[config.mk]
export PLATFORM = sky130hd
export DESIGN_NAME = bnn_result_fifo
export DESIGN_NICKNAME = d
export VERILOG_FILES = /design/src/rtl/bnn_result_fifo.sv
export SDC_FILE = /design/constraint.sdc
export NUM_CORES = 1
export LEC_CHECK = 0
export BUFFER_PORTS_ARGS = -buffer_cell sky130_fd_sc_hd__buf_2
export CAP_MARGIN = 15
export CORE_AREA = 2 2 68 70
export CTS_CLUSTER_DIAMETER = 80
export DETAILED_ROUTE_END_ITERATION = 12
export DIE_AREA = 0 0 70 72
export PLACE_DENSITY_LB_ADDON = 0.1
export SYNTH_ARGS = -nofsm -noshare
export SYNTH_HDL_FRONTEND = slang
export SYNTH_SLANG_ARGS = --single-unit
[constraint.sdc]
create_clock -name clk -period 4.9 [get_ports clk]
set_input_delay 0.735 -clock clk [delete_from_list [all_inputs] [get_ports clk]]
set_output_delay 0.735 -clock clk [all_outputs]
set_load 0.005 [all_outputs]
[src/rtl/bnn_result_fifo.sv]
// Result FIFO between the BNN core and the SPI slave.
// Circular buffer with a registered pop output, occupancy count and sticky error flags.
module bnn_result_fifo #(
  parameter int unsigned DEPTH = 4,
  parameter int unsigned WIDTH = 10
) (
  input  logic                     clk,
  input  logic                     reset,
  input  logic                     io_in_valid,
  input  logic [WIDTH-1:0]         io_in_data,
  output logic                     io_in_ready,
  input  logic                     io_bnn_read,
  output logic [WIDTH-1:0]         io_bnn_data,
  output logic                     io_bnn_empty,
  output logic [$clog2(DEPTH):0]   io_count,
  output logic                     io_overflow,
  output logic                     io_underflow,
  output logic                     io_bad_class,
  input  logic                     io_clear_flags
);

  localparam int unsigned PTR_W = $clog2(DEPTH);
  localparam int unsigned CNT_W = PTR_W + 1;

  logic [WIDTH-1:0] mem_q [DEPTH];
  logic [PTR_W-1:0] wr_ptr_q, wr_ptr_d;
  logic [PTR_W-1:0] rd_ptr_q, rd_ptr_d;
  logic [CNT_W-1:0] count_q, count_d;
  logic [WIDTH-1:0] data_q, data_d;
  logic             overflow_q, overflow_d;
  logic             underflow_q, underflow_d;
  logic             bad_class_q, bad_class_d;

  logic full_c, empty_c, wr_en_c, rd_en_c, in_onehot_c;

  assign full_c      = (count_q == CNT_W'(DEPTH));
  assign empty_c     = (count_q == '0);
  assign wr_en_c     = io_in_valid && !full_c;
  assign rd_en_c     = io_bnn_read && !empty_c;
  assign in_onehot_c = (io_in_data != '0) &&
                       ((io_in_data & (io_in_data - WIDTH'(1))) == '0);

  // Next-state for pointers, count, output data and sticky flags.
  always_comb begin
    wr_ptr_d    = wr_ptr_q;
    rd_ptr_d    = rd_ptr_q;
    count_d     = count_q;
    data_d      = data_q;
    overflow_d  = overflow_q && !io_clear_flags;
    underflow_d = underflow_q && !io_clear_flags;
    bad_class_d = bad_class_q && !io_clear_flags;

    if (wr_en_c) begin
      wr_ptr_d = wr_ptr_q + PTR_W'(1);
      if (!in_onehot_c) bad_class_d = 1'b1;
    end
    if (io_in_valid && full_c) overflow_d = 1'b1;

    if (io_bnn_read) begin
      if (rd_en_c) begin
        data_d   = mem_q[rd_ptr_q];
        rd_ptr_d = rd_ptr_q + PTR_W'(1);
      end else begin
        data_d      = '0;
        underflow_d = 1'b1;
      end
    end

    case ({wr_en_c, rd_en_c})
      2'b10:   count_d = count_q + CNT_W'(1);
      2'b01:   count_d = count_q - CNT_W'(1);
      default: count_d = count_q;
    endcase
  end

  always_ff @(posedge clk) begin
    if (reset) begin
      wr_ptr_q    <= '0;
      rd_ptr_q    <= '0;
      count_q     <= '0;
      data_q      <= '0;
      overflow_q  <= 1'b0;
      underflow_q <= 1'b0;
      bad_class_q <= 1'b0;
    end else begin
      wr_ptr_q    <= wr_ptr_d;
      rd_ptr_q    <= rd_ptr_d;
      count_q     <= count_d;
      data_q      <= data_d;
      overflow_q  <= overflow_d;
      underflow_q <= underflow_d;
      bad_class_q <= bad_class_d;
    end
  end

  // Storage is not reset; occupancy alone decides what is valid.
  always_ff @(posedge clk) begin
    if (wr_en_c && !reset) mem_q[wr_ptr_q] <= io_in_data;
  end

  assign io_in_ready  = !full_c;
  assign io_bnn_empty = empty_c;
  assign io_bnn_data  = data_q;
  assign io_count     = count_q;
  assign io_overflow  = overflow_q;
  assign io_underflow = underflow_q;
  assign io_bad_class = bad_class_q;

endmodule

# Yosys cells after proc, flatten, opt, wreduce, memory -nomap -nowiden
# Memory sizes are Yosys's and may differ from the RTL's. A register that Yosys moved wholly into a read port is not among the register bits.
# Cells that the tools add are included.
# Widths: inputs -> output; s select.
dict set report totals {
  reg_bits 20
  mem_bits_rw 40
  out_inout_bits 18
  memories 1
}
dict set report classes {
  n_addsub 5
  n_eq_ne 3
  mux 11
  n_bitwise 1
  reduce_logical 17
}
# memory words word_bits rd rd_clocked_by_memory_dff wr line_no
set mem_list {}
lappend mem_list {mem_q 4 10 1 1 1 25} ;# logic [WIDTH-1:0] mem_q [DEPTH];
# cell count
set op_table {}
lappend op_table {{$and 10x10->10} 1}
lappend op_table {{$logic_not 10->1} 1}
lappend op_table {{$mux 10} 1}
lappend op_table {{$reduce_bool 10->1} 1}
lappend op_table {{$sub 10x1->10 const B} 1}
lappend op_table {{$logic_and 1x1->1} 8}
lappend op_table {{$mux 1} 7}
lappend op_table {{$pmux 3 s2} 1}
lappend op_table {{$add 2x1->2 const B} 2}
lappend op_table {{$logic_not 1->1} 4}
lappend op_table {{$mux 2} 2}
lappend op_table {{$add 3x1->3 const B} 1}
lappend op_table {{$eq 3x3->1 const B} 1}
lappend op_table {{$logic_not 3->1} 1}
lappend op_table {{$sub 3x1->3 const B} 1}
lappend op_table {{$eq 2x1->1 const B} 1}
lappend op_table {{$eq 2x2->1 const B} 1}
lappend op_table {{$reduce_and 2->1} 1}
lappend op_table {{$reduce_bool 2->1} 1}

# Longest topological paths before layout
# Gate-level depths: netlist of the first run.
dict set report depth {
  word_depth 6
  depth_mapped 8
  ltp_nobuf 8
}

# Worst setup path after synthesis of the first run
# Ideal clock, no wire load.
dict set report synth_path {
  path_kind {in2reg}
  from {input port io_bnn_read}
  to {register count_q[2] (netlist: io_count[2])}
  setup_time_ps 71
  arrival_time_ps 2272
  t_required_ps 4829
  path_slack_ps 2557
  cell_stages 8
  path_cell_list {o31a_1 > buf_2 > ha_1 > inv_1 > fa_1 > xor2_1 > or3_1 > a21oi_1}
}
dict set report synth_via {
  elab_chain_len 3
  word_cells_on_any_way 5
}
# element line_no
set synth_lines {}
lappend synth_lines {{start, declared} 12} ;# input logic io_bnn_read,
lappend synth_lines {{$logic_and 1x1->1 *} 39} ;# assign rd_en_c = io_bnn_read && !empty_c;
lappend synth_lines {{$eq 2x1->1 / $eq 2x2->1 (equally long branches)} 69} ;# case ({wr_en_c, rd_en_c})
lappend synth_lines {{$pmux 3 s2 / $reduce_bool 2->1 (equally long branches)} n/a}
lappend synth_lines {{end signal, assigned} 88} ;# count_q <= count_d;
lappend synth_lines {{end, declared} 28} ;# logic [CNT_W-1:0] count_q, count_d;
# Every way passes the cells marked *; elsewhere a longest branch is shown, timed or not.
# A chain may end at the register's enable or synchronous reset.

# Final worst setup path of the first run
# Ends and elaborated chain as after synthesis.

==> results of run 1 <==
[logic make-up after synthesis]
logic type / share of synthesized area
compound gates: 0.0600
xor+xnor: 0.0175
fa+ha+maj: 0.0330
buf+inv: 0.0220
flops: 0.656
mux: 0.0900
simple gates: 0.121
[worst max-delay path: cells and delay by family]
kind | cells | cell delay (ns)
adders and majority gates | 2 | 0.65
and+or+nand+nor | 1 | 0.30
buffers and inverters | 2 | 0.27
xor gates and xnor gates | 1 | 0.15
AOI/OAI and AO/OA | 2 | 0.66
[power breakdown]
group	internal, mW	switching, mW
clock network	0.260	0.190
logic	0.155	0.149
registers	0.620	0.0629
total	1.04	0.402
[cell type report]
class                      count  area (µm²)
multi-input combinational     97         805
inverter                       7        26.3
timing repair buffer          32         160
clock buffer                  12         155
clock inverter                 4        45.0
fill                         314        1370
sequential                    62        1640
tap                           52        65.1
[layout by cell type, fill, tap and decap left out, types with 3 or more instances in the layout]
cell type	instances
dfxtp_1	22
nor3_1	3
nor2b_1	10
nand3_1	3
buf_2	32
clkinv_2	3
ha_1	5
a21oi_1	14
mux4_2	10
nand2_1	3
xor2_1	3
and2_1	4
clkbuf_8	11
inv_1	7
nor2_1	21
a22oi_1	3
edfxtp_1	40
[stage by stage]
stage	area (µm²)	setup slack, ns
after global routing	2900	2.22
after global placement	2700	2.18
after CTS	2900	2.37
after detailed placement	2700	2.02
final	2900	2.38
after floorplan	2500	2.56
[worst paths after layout]
check / cells after the start / to / slack (ns)
hold / removal: 2 / io_underflow / 0.51
setup / recovery: 8 / io_count[2] / 2.38
hold reg to reg: 2 / io_underflow / 0.51
setup reg to reg: 7 / io_count[2] / 2.57
[registers in the layout, indices dropped and copies added, names as in the netlist, named ones only]
signal	cells
io_bnn_data	10
mem_q	40
io_overflow	1
io_underflow	1
io_count	3
io_bad_class	1
wr_ptr_q	2
rd_ptr_q	2
[metal layers]
metal,GRT usage,up-vias,share of wire
li1,-,708,-
met1,0.257,715,0.44
met2,0.339,48,0.50
met3,0.0611,8,0.048
met4,0.0833,0,0.014
met5,0,-,0
==> out/metrics.csv, run 1 <==
stage,metric,value,unit
floorplanning,fp.coreArea,0.00426,mm²
sta,hold_viol,0,
yosys,ys_seq_area_frac,0.656,
worst_setup_path,cp-start-kind,primary input,
placement,gp_congestion,0.787,
sta,slew-limit-headroom,0.527,
detailed_routing,wl_per_cell,17.8,µm
sta,setup_violations,0,
worst_setup_path,worstSetupEndpointType,flip-flop,
yosys,synth_edf_count,40,
yosys,synth-main-ff-cell,edfxtp_1,
worst_hold_path,hold_start,io_underflow,
sta,holdWs,0.511,ns
yosys,yosys_register_bits,62,
yosys,async_reset_ff_frac,0,
floorplanning,fp.dieW,70,µm
sta,clock.fmax,397,MHz
worst_setup_path,worstPathRequired,5.16,ns
sta,fin_tns_setup,0,ns
clock_tree,cts_hold_buffers,0,
floorplanning,start_util,0.587,
floorplanning,io_pins,33,
worst_setup_path,worstPathArrival,2.77,ns
sta,rsz0062_at_grt,false,
worst_setup_path,worstReg2RegStart,io_count[0],
global_route,grt_pass1_vias,1459,
sta,tightest_slew,0.708,ns
detailed_routing,remaining_drc_errors,0,
worst_setup_path,cp_slowest_stage_delay,0.49,ns
clock_tree,cts_buffers,9,
run,drv_cap,0,
sta,final.period_utilization,0.514,
placement,portBuffers,32,
clock_tree,cts-root-buf,clkbuf_8,
worst_setup_path,path_max_fanout,13,
yosys,syn-num-nets,193,
global_route,grt_start_max_net_pins,23,
detailed_routing,ant_nets,0,
power_and_ir_drop,p_leak,1.07,nW
detailed_routing,vias,1479,
placement,dp.cells,250,
clock_tree,cts_buffer_depth,2,
finish,nets,230,
floorplanning,die_y,72,µm
finish,area_growth,15.9,%
global_route,grt_pass1_wl,7490,µm
clock_tree,postCtsResizedCells,0,
clock_tree,clock_sinks,62,
yosys,yosys_warnings,0,
worst_setup_path,worstPathCellList,buf_2 > o31a_1 > ha_1 > inv_1 > fa_1 > xor2_1 > or3_1 > a21oi_1,
power_and_ir_drop,p_per_area,496,mW/mm²
yosys,syn_inst,172,
clock_tree,htreeDepth,3,
yosys,syn-cell-area,0.00250,mm²
finish,antenna_cells,0,
sta,slew_violations,0,
detailed_routing,wl,4720,µm
detailed_routing,drtPass1Iterations,4,
global_route,antenna_found_initial,0,
worst_setup_path,worst-setup-path-type,in -> reg,
yosys,synth_top_area_frac,0.480,
floorplanning,die_area,0.00504,mm²
worst_setup_path,crit_path_top_delay_cell,o31a_1,
clock_tree,post_cts_buffers,0,
global_route,gr-usage-all-layers,0.205,
power_and_ir_drop,vdd_drop_max,280,µV
worst_hold_path,min_path_type,reg -> reg,
finish,utilization,0.680,
finish,final_cells,266,
floorplanning,rows,24,
placement,hpwlAfterDp,3140,µm
clock_tree,clk_latency,0.33,ns
yosys,synth_common_cells,"edfxtp_1, dfxtp_1, nor2_1",
global_route,overflow,0,
clock_tree,cts_tree,done,
yosys,ys_types,32,
run_status,outcome,"complete, no violations",
sta,fin_skew,0.00486,ns
clock_tree,clk_pin_slew,0.07,ns
yosys,synth_area_leaders,"edfxtp_1, dfxtp_1, mux4_2, nor2_1, a21oi_1",
yosys,syn_area_per_cell,14.5,µm²
detailed_routing,via_per_inst,5.56,
sta,period_needed,2.52,ns
power_and_ir_drop,total_power,1.44,mW
finish,drive_gt1_frac,0.290,
detailed_routing,drt_iter0_markers,78,
yosys,yosysMostFrequentCell,edfxtp_1,
worst_setup_path,startpoint,io_bnn_read,
yosys,yosys.area.top_type,edfxtp_1,
(Power assumes the default switching activity.)
==> run 2, diff against run 1 <==
--- a/config.mk
+++ b/config.mk
@@ -7,10 +7,10 @@
 export LEC_CHECK = 0
 export BUFFER_PORTS_ARGS = -buffer_cell sky130_fd_sc_hd__buf_2
 export CAP_MARGIN = 15
-export CORE_AREA = 2 2 68 70
+export CORE_AREA = 2 2 70 72
 export CTS_CLUSTER_DIAMETER = 80
 export DETAILED_ROUTE_END_ITERATION = 12
-export DIE_AREA = 0 0 70 72
+export DIE_AREA = 0 0 72 74
 export PLACE_DENSITY_LB_ADDON = 0.1
 export SYNTH_ARGS = -nofsm -noshare
 export SYNTH_HDL_FRONTEND = slang
==> constraint.sdc (replaced) <==
create_clock -name clk -period 2.5 [get_ports clk]
set_input_delay 0.375 -clock clk [delete_from_list [all_inputs] [get_ports clk]]
set_output_delay 0.375 -clock clk [all_outputs]
set_load 0.005 [all_outputs]
==> run 2 against run 1 <==
Compared with the run above: via count grew 1.1%; cell count grew 1.5%; non-clock buffer count grew 2; worst setup slack lost 2.2 ns; clock-buffer cell count grew 2; die area grew 5.7%.
==> out/metrics.csv, run 2 (synthesis results as in run 1) <==
stage,metric,value,unit
placement,hpwlAfterDp,3110,µm
power_and_ir_drop,p_per_area,953,mW/mm²
finish,antenna_cells,0,
worst_setup_path,startpoint,io_count[2],
sta,final.period_utilization,0.928,
worst_setup_path,ff2ff_setup_slack,0.18,ns
worst_setup_path,path_max_fanout,6,
sta,fin_skew,0.00692,ns
clock_tree,clock_sinks,62,
power_and_ir_drop,p_leak,1.06,nW
finish,area_growth,15.6,%
floorplanning,rows,25,
placement,placed_area,0.00272,mm²
floorplanning,fp.coreArea,0.00460,mm²
sta,tightest_slew,0.611,ns
power_and_ir_drop,clkPwrFrac,0.291,
clock_tree,clk_latency,0.34,ns
floorplanning,fp.dieW,72,µm
power_and_ir_drop,internal_power,2.00,mW
power_and_ir_drop,vdd_drop_max,461,µV
worst_setup_path,cp-start-kind,flip-flop,
run_status,outcome,"complete, no violations",
detailed_routing,drt_iter0_markers,66,
clock_tree,cts_buffer_depth,2,
clock_tree,cts_buffers,9,
finish,utilization,0.629,
detailed_routing,drtPass1Iterations,4,
detailed_routing,vias,1495,
sta,holdWs,0.298,ns
placement,dp.cells,254,
detailed_routing,via_per_inst,5.54,
power_and_ir_drop,switching_power,0.755,mW
floorplanning,die_area,0.00533,mm²
finish,final_common_cell,edfxtp_1,
run,drv_cap,0,
finish,drive_gt1_frac,0.273,
clock_tree,htreeDepth,3,
finish,final_cells,270,
worst_setup_path,worstPathArrival,2.57,ns
sta,slew_violations,0,
global_route,grt_pass1_wl,7530,µm
power_and_ir_drop,p_comb_frac,0.239,
worst_setup_path,worst-setup-path-type,reg -> reg,
worst_setup_path,worstReg2RegStart,io_count[2],
sta,slew-limit-headroom,0.592,
clock_tree,postCtsResizedCells,0,
finish,nets,232,
finish,multi_input_area,805,µm²
worst_setup_path,crit_end,io_count[2],
floorplanning,die_y,74,µm
placement,portBuffers,32,
floorplanning,io_pins,33,
clock_tree,clk_pin_slew,0.06,ns
detailed_routing,wl_per_cell,17.6,µm
clock_tree,cts-root-buf,clkbuf_8,
sta,rsz0062_at_grt,false,
finish,finalInstanceArea,0.00289,mm²
floorplanning,start_util,0.544,
worst_setup_path,worstSetupEndpointType,flip-flop,
clock_tree,cts_tree,done,
finish,largest_register_ffs,40,
power_and_ir_drop,p_sw_frac,0.274,
worst_hold_path,min_path_type,in -> reg,
sta,setup_violations,0,
global_route,gr-usage-all-layers,0.205,
detailed_routing,wl,4750,µm
worst_setup_path,worstPathRequired,2.75,ns
finish,largest-register,mem_q,
worst_setup_path,r2r_end,io_count[2],
sta,fin_tns_setup,0,ns
worst_setup_path,ff2ff_path_depth,8,
finish,ff_latch_area,0.00164,mm²
sta,clock.fmax,431,MHz
global_route,antenna_found_initial,0,
sta,period_needed,2.32,ns
clock_tree,post_cts_buffers,0,
finish,n_fill_cell,357,
finish,final_cell_mix,"edfxtp_1, buf_2, dfxtp_1, nor2_1, a21oi_1",
detailed_routing,ant_nets,0,
detailed_routing,remaining_drc_errors,0,
global_route,overflow,0,
placement,gp_congestion,0.819,
global_route,grt_start_max_net_pins,23,
sta,hold_viol,0,
clock_tree,cts_hold_buffers,0,
global_route,grt_pass1_vias,1535,
power_and_ir_drop,p_seq_frac,0.470,
run 2: cell count changes in the layout (fill, tap and decap cells not counted), sizes merged:
cell	before	now
clkbuf	12	14
buf	32	34
clkinv	3	1
run 2: how the worst min path moves through the flow:
stage / endpoint / depth (start not counted) / startpoint / slack [ns]
global placement: io_overflow / 2 / io_overflow / 0.49
global route: mem_q[1][9] / 1 / io_in_data[9] / 0.30
CTS: mem_q[0][9] / 1 / io_in_data[9] / 0.28
finish: mem_q[0][8] / 1 / io_in_data[8] / 0.30
floorplan: io_bad_class / 1 / reset / 0.44
detailed placement: io_underflow / 2 / io_underflow / 0.50
run 2: final cells by class:
cell class,count,share of cell area
well taps,54,0.0234
repair buffers,34,0.0606
flip-flops and latches,62,0.568
inverters,7,0.00909
multi-input cells,97,0.278
clock buffers,14,0.0493
clock inverters,2,0.0117
run 2: power groups by stage:
stage	clock network, mW	logic, mW	registers [mW]
CTS	0.815	0.664	1.30
global route	0.854	0.735	1.31
global placement	0	0.636	1.31
floorplan	0	0.459	1.30
detailed placement	0	0.660	1.32
finish	0.802	0.657	1.30
run 2: per-layer routing:
metal  wire length (µm)  global-route usage
met2               2500               0.352
met5                  0                   0
met4                 87               0.124
met3                227              0.0610
met1               1930               0.228
run 2: through the flow:
stage	power, mW	worst slack [ns]
floorplan	1.76	0.369
global placement	1.94	0.362
detailed placement	1.98	0.198
CTS	2.77	0.182
global route	2.90	0.0596
finish	2.76	0.180
run 2: critical path, cell delays in order, from the launching register on:
cell and delay (ns):
dfxtp_1 0.40, or3b_4 0.44, nand2_4 0.12, ha_1 0.19, inv_1 0.06, fa_1 0.38, xor2_1 0.17, or3_1 0.31
a21oi_1 0.16
==> run 3, diff against run 2 <==
--- a/config.mk
+++ b/config.mk
@@ -5,13 +5,15 @@
 export SDC_FILE = /design/constraint.sdc
 export NUM_CORES = 1
 export LEC_CHECK = 0
+export ABC_AREA = 1
 export BUFFER_PORTS_ARGS = -buffer_cell sky130_fd_sc_hd__buf_2
-export CAP_MARGIN = 15
-export CORE_AREA = 2 2 70 72
+export CAP_MARGIN = 20
+export CORE_AREA = 2 2 71 73
 export CTS_CLUSTER_DIAMETER = 80
 export DETAILED_ROUTE_END_ITERATION = 12
-export DIE_AREA = 0 0 72 74
+export DIE_AREA = 0 0 73 75
 export PLACE_DENSITY_LB_ADDON = 0.1
+export RECOVER_POWER = 25
 export SYNTH_ARGS = -nofsm -noshare
 export SYNTH_HDL_FRONTEND = slang
 export SYNTH_SLANG_ARGS = --single-unit
==> run 3 against run 2 <==
Compared with the run above: register-to-register slack improved by 0.32 ns; power decreased by 1.9%; clock-buffer cell count decreased by 4; sequential share of layout area decreased by 0.89 points; highest routed layer unchanged; wire length increased by 2.2%; cell count increased by 29%; sequential power about the same; maximum frequency increased by 16%.
==> out/metrics.csv, run 3 <==
stage,metric,value,unit
run_status,outcome,"complete, no violations",
finish,final_common_cell,nor2_1,
finish,multi_input_area,793,µm²
yosys,synth_edf_count,40,
clock_tree,cts_hold_buffers,0,
worst_setup_path,worstPathRequired,2.72,ns
worst_setup_path,path_max_fanout,15,
placement,gp_congestion,0.711,
floorplanning,die_y,75,µm
yosys,yosys_register_bits,62,
yosys,synth_common_cells,"nor2_1, edfxtp_1, nand2_1",
detailed_routing,drtPass1Iterations,4,
yosys,synth_area_leaders,"edfxtp_1, dfxtp_1, o21ai_0, nor2_1, nand2_1",
worst_setup_path,critPathTopFamily,adder cells,
detailed_routing,wl,4850,µm
floorplanning,die_area,0.00548,mm²
clock_tree,post_cts_buffers,0,
clock_tree,htreeDepth,3,
clock_tree,clock_sinks,62,
placement,portBuffers,32,
yosys,yosys.area.top_type,edfxtp_1,
floorplanning,io_pins,33,
sta,slew_violations,0,
worst_setup_path,cp_slowest_stage_delay,0.42,ns
sta,period_needed,2.00,ns
sta,hold_viol,0,
finish,largest-register,mem_q,
worst_setup_path,crit_path_top_delay_cell,dfxtp_1,
finish,largest_register_ffs,40,
detailed_routing,drt_iter0_markers,63,
floorplanning,rows,25,
worst_setup_path,worstPathCellList,nor3_4 > nor2_4 > ha_1 > inv_1 > fa_1 > a21oi_1 > o21ai_0 > o21ai_0 > a21oi_1,
power_and_ir_drop,total_power,2.70,mW
detailed_routing,vias,1797,
global_route,overflow,0,
global_route,grt_start_max_net_pins,21,
clock_tree,cts_buffer_depth,2,
clock_tree,cts_buffers,9,
sta,tightest_slew,0.650,ns
yosys,synth_top_area_frac,0.471,
sta,fin_skew,0.00915,ns
yosys,yosys_warnings,0,
yosys,ys_seq_area_frac,0.643,
clock_tree,cts_tree,done,
finish,drive_gt1_frac,0.163,
clock_tree,clk_latency,0.34,ns
detailed_routing,wl_met2,2230,µm
floorplanning,start_util,0.548,
placement,placed_area,0.00277,mm²
sta,final.period_utilization,0.799,
detailed_routing,highest_layer,met4,
detailed_routing,remaining_drc_errors,0,
sta,rsz0062_at_grt,false,
worst_setup_path,worstPathArrival,2.22,ns
yosys,yosysMostFrequentCell,nor2_1,
global_route,grt_pass1_vias,1655,
power_and_ir_drop,vdd_drop_max,401,µV
power_and_ir_drop,p_leak,1.12,nW
global_route,grt_pass1_wl,8050,µm
finish,ff_latch_area,0.00164,mm²
power_and_ir_drop,p_per_area,920,mW/mm²
worst_setup_path,worstSetupEndpointType,flip-flop,
worst_setup_path,worst-setup-path-type,reg -> reg,
sta,fin_tns_setup,0,ns
yosys,syn_inst,251,
yosys,syn-cell-area,0.00255,mm²
finish,antenna_cells,0,
worst_setup_path,path_buf_inv,1,
finish,nets,311,
yosys,synth-main-ff-cell,edfxtp_1,
yosys,syn-num-nets,272,
detailed_routing,wl_met1,2390,µm
finish,area_growth,15.1,%
placement,hpwlAfterDp,3200,µm
floorplanning,fp.dieW,73,µm
worst_hold_path,min_path_type,in -> reg,
global_route,gr-usage-all-layers,0.206,
sta,slew-limit-headroom,0.566,
sta,setup_violations,0,
clock_tree,clk_pin_slew,0.06,ns
floorplanning,fp.coreArea,0.00466,mm²
detailed_routing,via_per_inst,5.15,
global_route,antenna_found_initial,0,
sta,clock.fmax,501,MHz
worst_setup_path,cp-start-kind,flip-flop,
run,drv_cap,0,
finish,final_cell_mix,"nor2_1, edfxtp_1, nand2_1, o21ai_0, buf_2",
yosys,syn_area_per_cell,10.2,µm²
finish,finalInstanceArea,0.00294,mm²
finish,n_fill_cell,385,
detailed_routing,route.met3.wl,158,µm
yosys,ys_types,22,
clock_tree,postCtsResizedCells,0,
detailed_routing,ant_nets,0,
detailed_routing,wl_per_cell,13.9,µm
clock_tree,cts-root-buf,clkbuf_8,
yosys,async_reset_ff_frac,0,
## run 3: cell types whose count changed after synthesis, moves of 4 or more
cell,change
mux4_2,-10
a21oi_1,+5
o21ai_0,+33
nor2b_1,-10
and2_1,-4
nor2_1,+25
inv_1,+11
nand2_1,+36
o21ai_1,+6
## run 3: layout make-up
class | instances | share of cell area
multi-input cells | 162 | 0.270
well taps | 54 | 0.0230
repair buffers | 37 | 0.0639
clock inverters | 6 | 0.0179
clock buffers | 10 | 0.0434
flip-flops and latches | 62 | 0.559
inverters | 18 | 0.0230
## run 3: logic make-up after synthesis
logic type,share of synthesized area
flip-flops,0.643
buffers and inverters,0.0461
AND/OR/NAND/NOR,0.157
AO/OA/AOI/OAI,0.122
adder cells (fa/ha/maj),0.0324
## run 3: through the flow
step | util | setup slack (ns) | instances | hold WS [ns]
global placement | 0.594 | 0.355 | 333 | 0.437
finish | 0.630 | 0.504 | 349 | 0.308
floorplan | - | 0.651 | 251 | 0.436
global route | 0.630 | 0.254 | 349 | 0.303
detailed placement | 0.594 | 0.306 | 333 | 0.451
CTS | 0.632 | 0.508 | 349 | 0.280
## run 3: worst paths after layout
check | cells after the start | slack (ns) | to | start
worst min register to register | 2 | 0.46 | io_bnn_data[0] | io_bnn_data[0]
worst max-delay path | 9 | 0.50 | io_count[2] | io_count[2]
worst max register to register | 9 | 0.50 | io_count[2] | io_count[2]
worst min-delay path | 2 | 0.31 | io_underflow | io_bnn_read
## run 3: metal layers
metal  GRT usage  vias to the layer above
met5           0                        -
met4       0.117                        0
met3      0.0522                        5
met2       0.295                       36
met1       0.287                      833
li1            -                      923
## run 3: power by group
| group | internal, mW | switching [mW] |
|---|---|---|
| registers | 1.21 | 0.0725 |
| clock network | 0.448 | 0.368 |
| logic | 0.225 | 0.380 |
